===== src/rtl/reorder_buffer.sv =====
// reorder_buffer: circular in-order ROB that allocates tags, captures broadcast results,
// forwards ready operands and retires one entry per cycle with commit/rollback outputs.
module reorder_buffer #(
  parameter int ENTRY_SIZE = 4
) (
  input  logic                clk,
  input  logic                rst_in,
  input  logic                rdy_in,
  input  logic                new_issue,
  input  logic [1:0]          issue_type,
  input  logic [5:0]          issue_rd,
  input  logic [31:0]         issue_pred_pc,
  output logic [ENTRY_SIZE:0] rob_new_entry,
  output logic                rob_full,
  input  logic                rs_broadcast,
  input  logic [ENTRY_SIZE:0] rs_entry,
  input  logic [31:0]         rs_result,
  input  logic [31:0]         rs_next_pc,
  input  logic                lsb_broadcast,
  input  logic [ENTRY_SIZE:0] lsb_entry,
  input  logic [31:0]         lsb_result,
  input  logic [ENTRY_SIZE:0] query_j,
  input  logic [ENTRY_SIZE:0] query_k,
  output logic                query_j_ready,
  output logic                query_k_ready,
  output logic [31:0]         query_j_value,
  output logic [31:0]         query_k_value,
  output logic                rob_commit,
  output logic [ENTRY_SIZE:0] rob_entry,
  output logic [5:0]          rob_des,
  output logic [31:0]         rob_result,
  output logic                store_commit,
  output logic                roll_back,
  output logic [31:0]         roll_back_pc
);
  localparam int N = 1 << ENTRY_SIZE;
  typedef logic [ENTRY_SIZE-1:0] idx_t;
  typedef logic [ENTRY_SIZE:0] tag_t;
  logic [N-1:0] valid_q, valid_d, ready_q, ready_d;
  logic [1:0]   type_q [N];
  logic [1:0]   type_d [N];
  logic [5:0]   rd_q [N];
  logic [5:0]   rd_d [N];
  logic [31:0]  pred_q [N];
  logic [31:0]  pred_d [N];
  logic [31:0]  npc_q [N];
  logic [31:0]  npc_d [N];
  logic [31:0]  val_q [N];
  logic [31:0]  val_d [N];
  idx_t         head_q, head_d, tail_q, tail_d;
  tag_t         count_q, count_d;
  logic         commit_q, commit_d, store_q, store_d, rb_q, rb_d;
  tag_t         entry_q, entry_d;
  logic [5:0]   des_q, des_d;
  logic [31:0]  result_q, result_d, rb_pc_q, rb_pc_d;
  idx_t         rs_slot, lsb_slot, qj_slot, qk_slot;
  logic         rs_hit, lsb_hit, do_commit, do_issue, mispredict;

  function automatic logic in_range(tag_t t);
    return t != '0 && t <= tag_t'(N);
  endfunction

  assign rs_slot       = idx_t'(rs_entry - tag_t'(1));
  assign lsb_slot      = idx_t'(lsb_entry - tag_t'(1));
  assign qj_slot       = idx_t'(query_j - tag_t'(1));
  assign qk_slot       = idx_t'(query_k - tag_t'(1));
  assign rs_hit        = rs_broadcast && in_range(rs_entry) && valid_q[rs_slot];
  assign lsb_hit       = lsb_broadcast && in_range(lsb_entry) && valid_q[lsb_slot];
  assign rob_full      = count_q == tag_t'(N);
  assign rob_new_entry = tag_t'(tail_q) + tag_t'(1);
  assign do_issue      = new_issue && !rob_full;
  assign do_commit     = valid_q[head_q] && ready_q[head_q];
  assign mispredict    = do_commit && type_q[head_q] == 2'd1 && npc_q[head_q] != pred_q[head_q];
  assign query_j_ready = in_range(query_j) && valid_q[qj_slot] && ready_q[qj_slot];
  assign query_k_ready = in_range(query_k) && valid_q[qk_slot] && ready_q[qk_slot];
  assign query_j_value = query_j_ready ? val_q[qj_slot] : '0;
  assign query_k_value = query_k_ready ? val_q[qk_slot] : '0;
  assign rob_commit    = commit_q;
  assign rob_entry     = entry_q;
  assign rob_des       = des_q;
  assign rob_result    = result_q;
  assign store_commit  = store_q;
  assign roll_back     = rb_q;
  assign roll_back_pc  = rb_pc_q;

  always_comb begin
    valid_d  = valid_q;
    ready_d  = ready_q;
    type_d   = type_q;
    rd_d     = rd_q;
    pred_d   = pred_q;
    npc_d    = npc_q;
    val_d    = val_q;
    head_d   = head_q;
    tail_d   = tail_q;
    commit_d = do_commit;
    store_d  = do_commit && type_q[head_q] == 2'd2;
    rb_d     = mispredict;
    entry_d  = do_commit ? tag_t'(head_q) + tag_t'(1) : entry_q;
    des_d    = do_commit ? (type_q[head_q] == 2'd2 ? 6'd0 : rd_q[head_q]) : des_q;
    result_d = do_commit ? val_q[head_q] : result_q;
    rb_pc_d  = mispredict ? npc_q[head_q] : rb_pc_q;
    if (rs_hit) begin
      val_d[rs_slot]   = rs_result;
      npc_d[rs_slot]   = rs_next_pc;
      ready_d[rs_slot] = 1'b1;
    end
    // LSB applied second so it wins when both buses carry the same tag
    if (lsb_hit) begin
      val_d[lsb_slot]   = lsb_result;
      ready_d[lsb_slot] = 1'b1;
    end
    if (do_commit) begin
      valid_d[head_q] = 1'b0;
      ready_d[head_q] = 1'b0;
      head_d          = head_q + idx_t'(1);
    end
    // Next PC defaults to the prediction so an LSB-only completion never flushes
    if (do_issue) begin
      valid_d[tail_q] = 1'b1;
      ready_d[tail_q] = 1'b0;
      type_d[tail_q]  = issue_type;
      rd_d[tail_q]    = issue_rd;
      pred_d[tail_q]  = issue_pred_pc;
      npc_d[tail_q]   = issue_pred_pc;
      tail_d          = tail_q + idx_t'(1);
    end
    count_d = count_q + tag_t'(do_issue) - tag_t'(do_commit);
    if (mispredict) begin
      valid_d = '0;
      ready_d = '0;
      head_d  = '0;
      tail_d  = '0;
      count_d = '0;
    end
  end

  always_ff @(posedge clk) begin
    if (rst_in) begin
      valid_q  <= '0;
      ready_q  <= '0;
      head_q   <= '0;
      tail_q   <= '0;
      count_q  <= '0;
      commit_q <= 1'b0;
      store_q  <= 1'b0;
      rb_q     <= 1'b0;
      entry_q  <= '0;
      des_q    <= '0;
      result_q <= '0;
      rb_pc_q  <= '0;
    end else if (rdy_in) begin
      valid_q  <= valid_d;
      ready_q  <= ready_d;
      head_q   <= head_d;
      tail_q   <= tail_d;
      count_q  <= count_d;
      commit_q <= commit_d;
      store_q  <= store_d;
      rb_q     <= rb_d;
      entry_q  <= entry_d;
      des_q    <= des_d;
      result_q <= result_d;
      rb_pc_q  <= rb_pc_d;
    end
  end

  always_ff @(posedge clk) begin
    if (rdy_in) begin
      type_q <= type_d;
      rd_q   <= rd_d;
      pred_q <= pred_d;
      npc_q  <= npc_d;
      val_q  <= val_d;
    end
  end
endmodule


===== config.mk =====
export PLATFORM = sky130hd
export DESIGN_NAME = reorder_buffer
export DESIGN_NICKNAME = d
export VERILOG_FILES = /design/src/rtl/reorder_buffer.sv
export SDC_FILE = /design/constraint.sdc
export NUM_CORES = 2
export LEC_CHECK = 0
export CORE_ASPECT_RATIO = 1.4
export CORE_MARGIN = 3
export CORE_UTILIZATION = 56
export CTS_CLUSTER_SIZE = 8
export DETAILED_ROUTE_END_ITERATION = 10
export GPL_TIMING_DRIVEN = 0
export PLACE_DENSITY = 0.77
export SLEW_MARGIN = 5
export SYNTH_ARGS = -nofsm -noshare
export SYNTH_HDL_FRONTEND = slang
export SYNTH_SLANG_ARGS = --single-unit

===== constraint.sdc =====
create_clock -name clk -period 6.26 [get_ports clk]
set_input_delay 1.252 -clock clk [delete_from_list [all_inputs] [get_ports clk]]
set_output_delay 1.252 -clock clk [all_outputs]
set_load 0.01 [all_outputs]

==> summary.md <==
| Metric | Value |
|---|---|
| Fin area | `~110000 um^2` |
| Post-route DRC | `0` |
| CP required | `between 7 and 8 ns` |
| Mapped Avg Cell Area | `about 13 um^2` |
| Reg clk slew, reported paths | `about 0.050 ns` |
| Register area share after synthesis | `53.5%` |
| Dpl cells | `a little under 10000` |
| RSZ-0062 raised after global routing | `no` |
| Least-Margin Pin Slew | `about 1.6 ns` |
| PortBufs | `~280` |
| CTS sink cnt | `1787` |
| CTS tree | `yes` |
| Die width | `between 300 and 400 um` |
| Synth Cell Area | `approximately 98000 um^2` |
| Most frequent cells in the layout | `edfxtp_1, nand2_1, mux2i_1, o21ai_0, mux4_2` |
| Fin. Hold Viols | `0` |
| Starting density of the core | `between 50 and 60%` |
| Post-Syn Instances | `about 7300` |
| FP Rows | `181` |
| Total power | `between 20 and 30 mW` |
| DP HPWL | `270000 um` |
| Final WS setup | `-0.198 ns` |
| Routed Antenna Nets | `0` |
| Crit end category | `flop` |
| Fin crit share | `103%` |
| Nets@finish | `8074` |
| Hold buffers post-CTS | `0` |
| Top cell type's share of synthesized area | `roughly 50%` |
| Routed WL | `around 390000 um` |
| Drt pass-1 iters | `9` |
| DP Area | `between 100000 and 150000 um^2` |
| Max Fanout on Critical Path | `10` |
| Maximum VDD drop | `roughly 0.00034 V` |
| Normalized max-slew margin | `-4.46%` |
| Largest net degree at the start of global routing | `170` |
| Post-synth EDFFs | `1664` |
| Synth area leaders | `edfxtp_1, mux4_2, mux2i_1, o21ai_0, nand2_1` |
| Skew-Pair Late Insertion Delay | `0.97 ns` |
| Total Routing Usage GR | `between 40% and 50%` |
| Num ports | `312` |
| Syn Nets | `between 7000 and 8000` |
| Tmin final | `approximately 6.5 ns` |
| FILL cells | `between 10000 and 15000` |
| Post-Place Worst Slack | `-2.87 ns` |
| Drt wl/cell | `~38 um` |
| Die span in y | `~500 um` |
| Pins Over Slew Limit | `66` |
| Root Buffer | `clkbuf_16` |
| Worst hold path class | `reg2reg` |
| Status | `finished with violations` |
| Max-cap violations | `8` |
| Setup CP Type | `reg2reg` |
| Yosys warns | `0` |
| CP Data Arrival Time | `7.22 ns` |
| Share of layout cells above drive strength 1 | `around 16%` |
| Routability Congestion | `around 1.0` |
| Post-synth top flop | `edfxtp_1` |
| Setup TNS | `-3.13 ns` |
| Critical Path Source Type | `flop` |
| Vias per cell | `roughly 7.4` |
| Failing checks | `max-capacitance violations, max-slew violations, negative setup slack` |
| FMAX | `between 0.15 and 0.2 GHz` |
| Leading cell type in the layout, fill and taps excluded | `edfxtp_1` |
| Synth Register Bits | `approximately 1800` |
| TritonCTS Buffers | `241` |
| Core Box Area | `174000 um^2` |
| Final Non-Filler Cells | `approximately 10000` |
| PwrDens | `264 nW/um^2` |
| CTS Buffer Depth | `3` |
| Post-synth top area cell | `edfxtp_1` |
| Number of global-route vias before repair | `between 70000 and 80000` |
| Clock skew | `between 0.09 and 0.1 ns` |
| Synth-to-Final Area Change | `14.0%` |
| Overflow after GRT | `0` |
| Vias | `around 76000` |
| Antenna violations before repair | `49` |
| Post-synth ARST share | `0%` |
| Drt initial violations | `around 15000` |
| Post-synthesis cell type count | `46` |
| Setup violators final | `37` |
| First-pass GRT wire length | `about 550000 um` |
| Leak Pwr | `41.7 nW` |
| Die area | `around 180000 um^2` |
| H-tree Lvls | `4` |
power breakdown:
group          internal (mW)  switching (mW)  leakage, nW
sequential              13.6           0.337         16.8
clock                   7.12            5.37         3.29
combinational           1.18            1.84         21.6
total                   21.9            7.55         41.7
metrics by stage:
step	hold slack, ns	util, %
floorplan	0.454	-
global placement	0.447	59.6
detailed placement	0.453	60.0
CTS	0.459	64.1
global route	0.483	64.2
finish	0.456	64.3
flip-flops by register name, summed over array words and instances, names as in the netlist:
name and count:
ready_q 16, rob_result 32, npc_q 512, head_q 4, roll_back_pc 32, type_q 32, store_commit 1, val_q 512
pred_q 512, rd_q 96, count_q 5, rob_commit 1, valid_q 16, rob_des 6, rob_entry 5, roll_back 1
tail_q 4
area by class of cell:
type                    count  area [um^2]  share of cell area (%)
diodes                     40          100                  0.0896
flip-flops and latches   1787        52400                    46.9
repair buffers            309         3410                    3.05
plain buffers             783         3380                    3.02
clock buffers             385         6590                    5.90
clock inverters            14          373                   0.334
well taps                2287         2860                    2.56
inverters                  38          180                   0.161
multi-input cells        4723        42400                    38.0
layer usage:
| layer | routed length (um) | global-route usage (%) | share of wire, % | up-vias |
|---|---|---|---|---|
| met5 | 371 | 1.02 | 0.094 | - |
| met4 | 39200 | 36.1 | 9.9 | 36 |
| met3 | 57500 | 15.5 | 15 | 2004 |
| met2 | 180000 | 66.5 | 46 | 7687 |
| met1 | 118000 | 47.8 | 30 | 37200 |
| li1 | - | - | - | 29300 |
critical path, cell delays in order (launching register included):
cell and delay (ns):
dfxtp_1 0.31, clkbuf_1 0.43, nor2b_1 0.20, clkbuf_1 0.30, clkbuf_1 1.09, clkbuf_1 0.80, a22oi_1 0.20, nand2_1 0.56
xor2_1 0.29, nor4_1 0.24, nand4_1 0.43, o211ai_4 0.76, buf_6 0.35, mux2i_1 0.26, nor2_1 0.08
final timing paths:
kind	startpoint	to	slack, ns	depth (start not counted)
min	rob_result[17]$_SDFFE_PP0P_	rob_result[17]$_SDFFE_PP0P_	0.46	2
max reg2reg	head_q[2]$_SDFFE_PP0P_	roll_back_pc[28]$_SDFFE_PP0P_	-0.20	14
min reg2reg	rob_result[17]$_SDFFE_PP0P_	rob_result[17]$_SDFFE_PP0P_	0.46	2
max	head_q[2]$_SDFFE_PP0P_	roll_back_pc[28]$_SDFFE_PP0P_	-0.20	14
cell usage after synthesis (67+ instances only):
master,number
edfxtp_1,1664
and2_1,67
mux4_2,798
nand2_1,1234
buf_1,132
a22oi_1,130
mux2i_1,1060
o21ai_0,1009
dfxtp_1,123
clkbuf_1,596
a21oi_1,111
nor2_1,101
cell families after synthesis:
kind of cell / count (synthesis) / synth area share (%)
AOI/OAI and AO/OA: 1279 / 6.95
and+or+nand+nor: 1499 / 6.19
adders and majority gates: 29 / 0.378
DFF: 1787 / 53.5
xor gates and xnor gates: 55 / 0.491
buffers and inverters: 821 / 3.34
muxes: 1861 / 29.2
what timing repair did:
item                                    CTS  global route
buffers inserted                          7             5
endpoints found under the setup margin   70            83
pin swaps                                 4             2
gates resized for setup                  86            39
(Power assumes the default switching activity.)
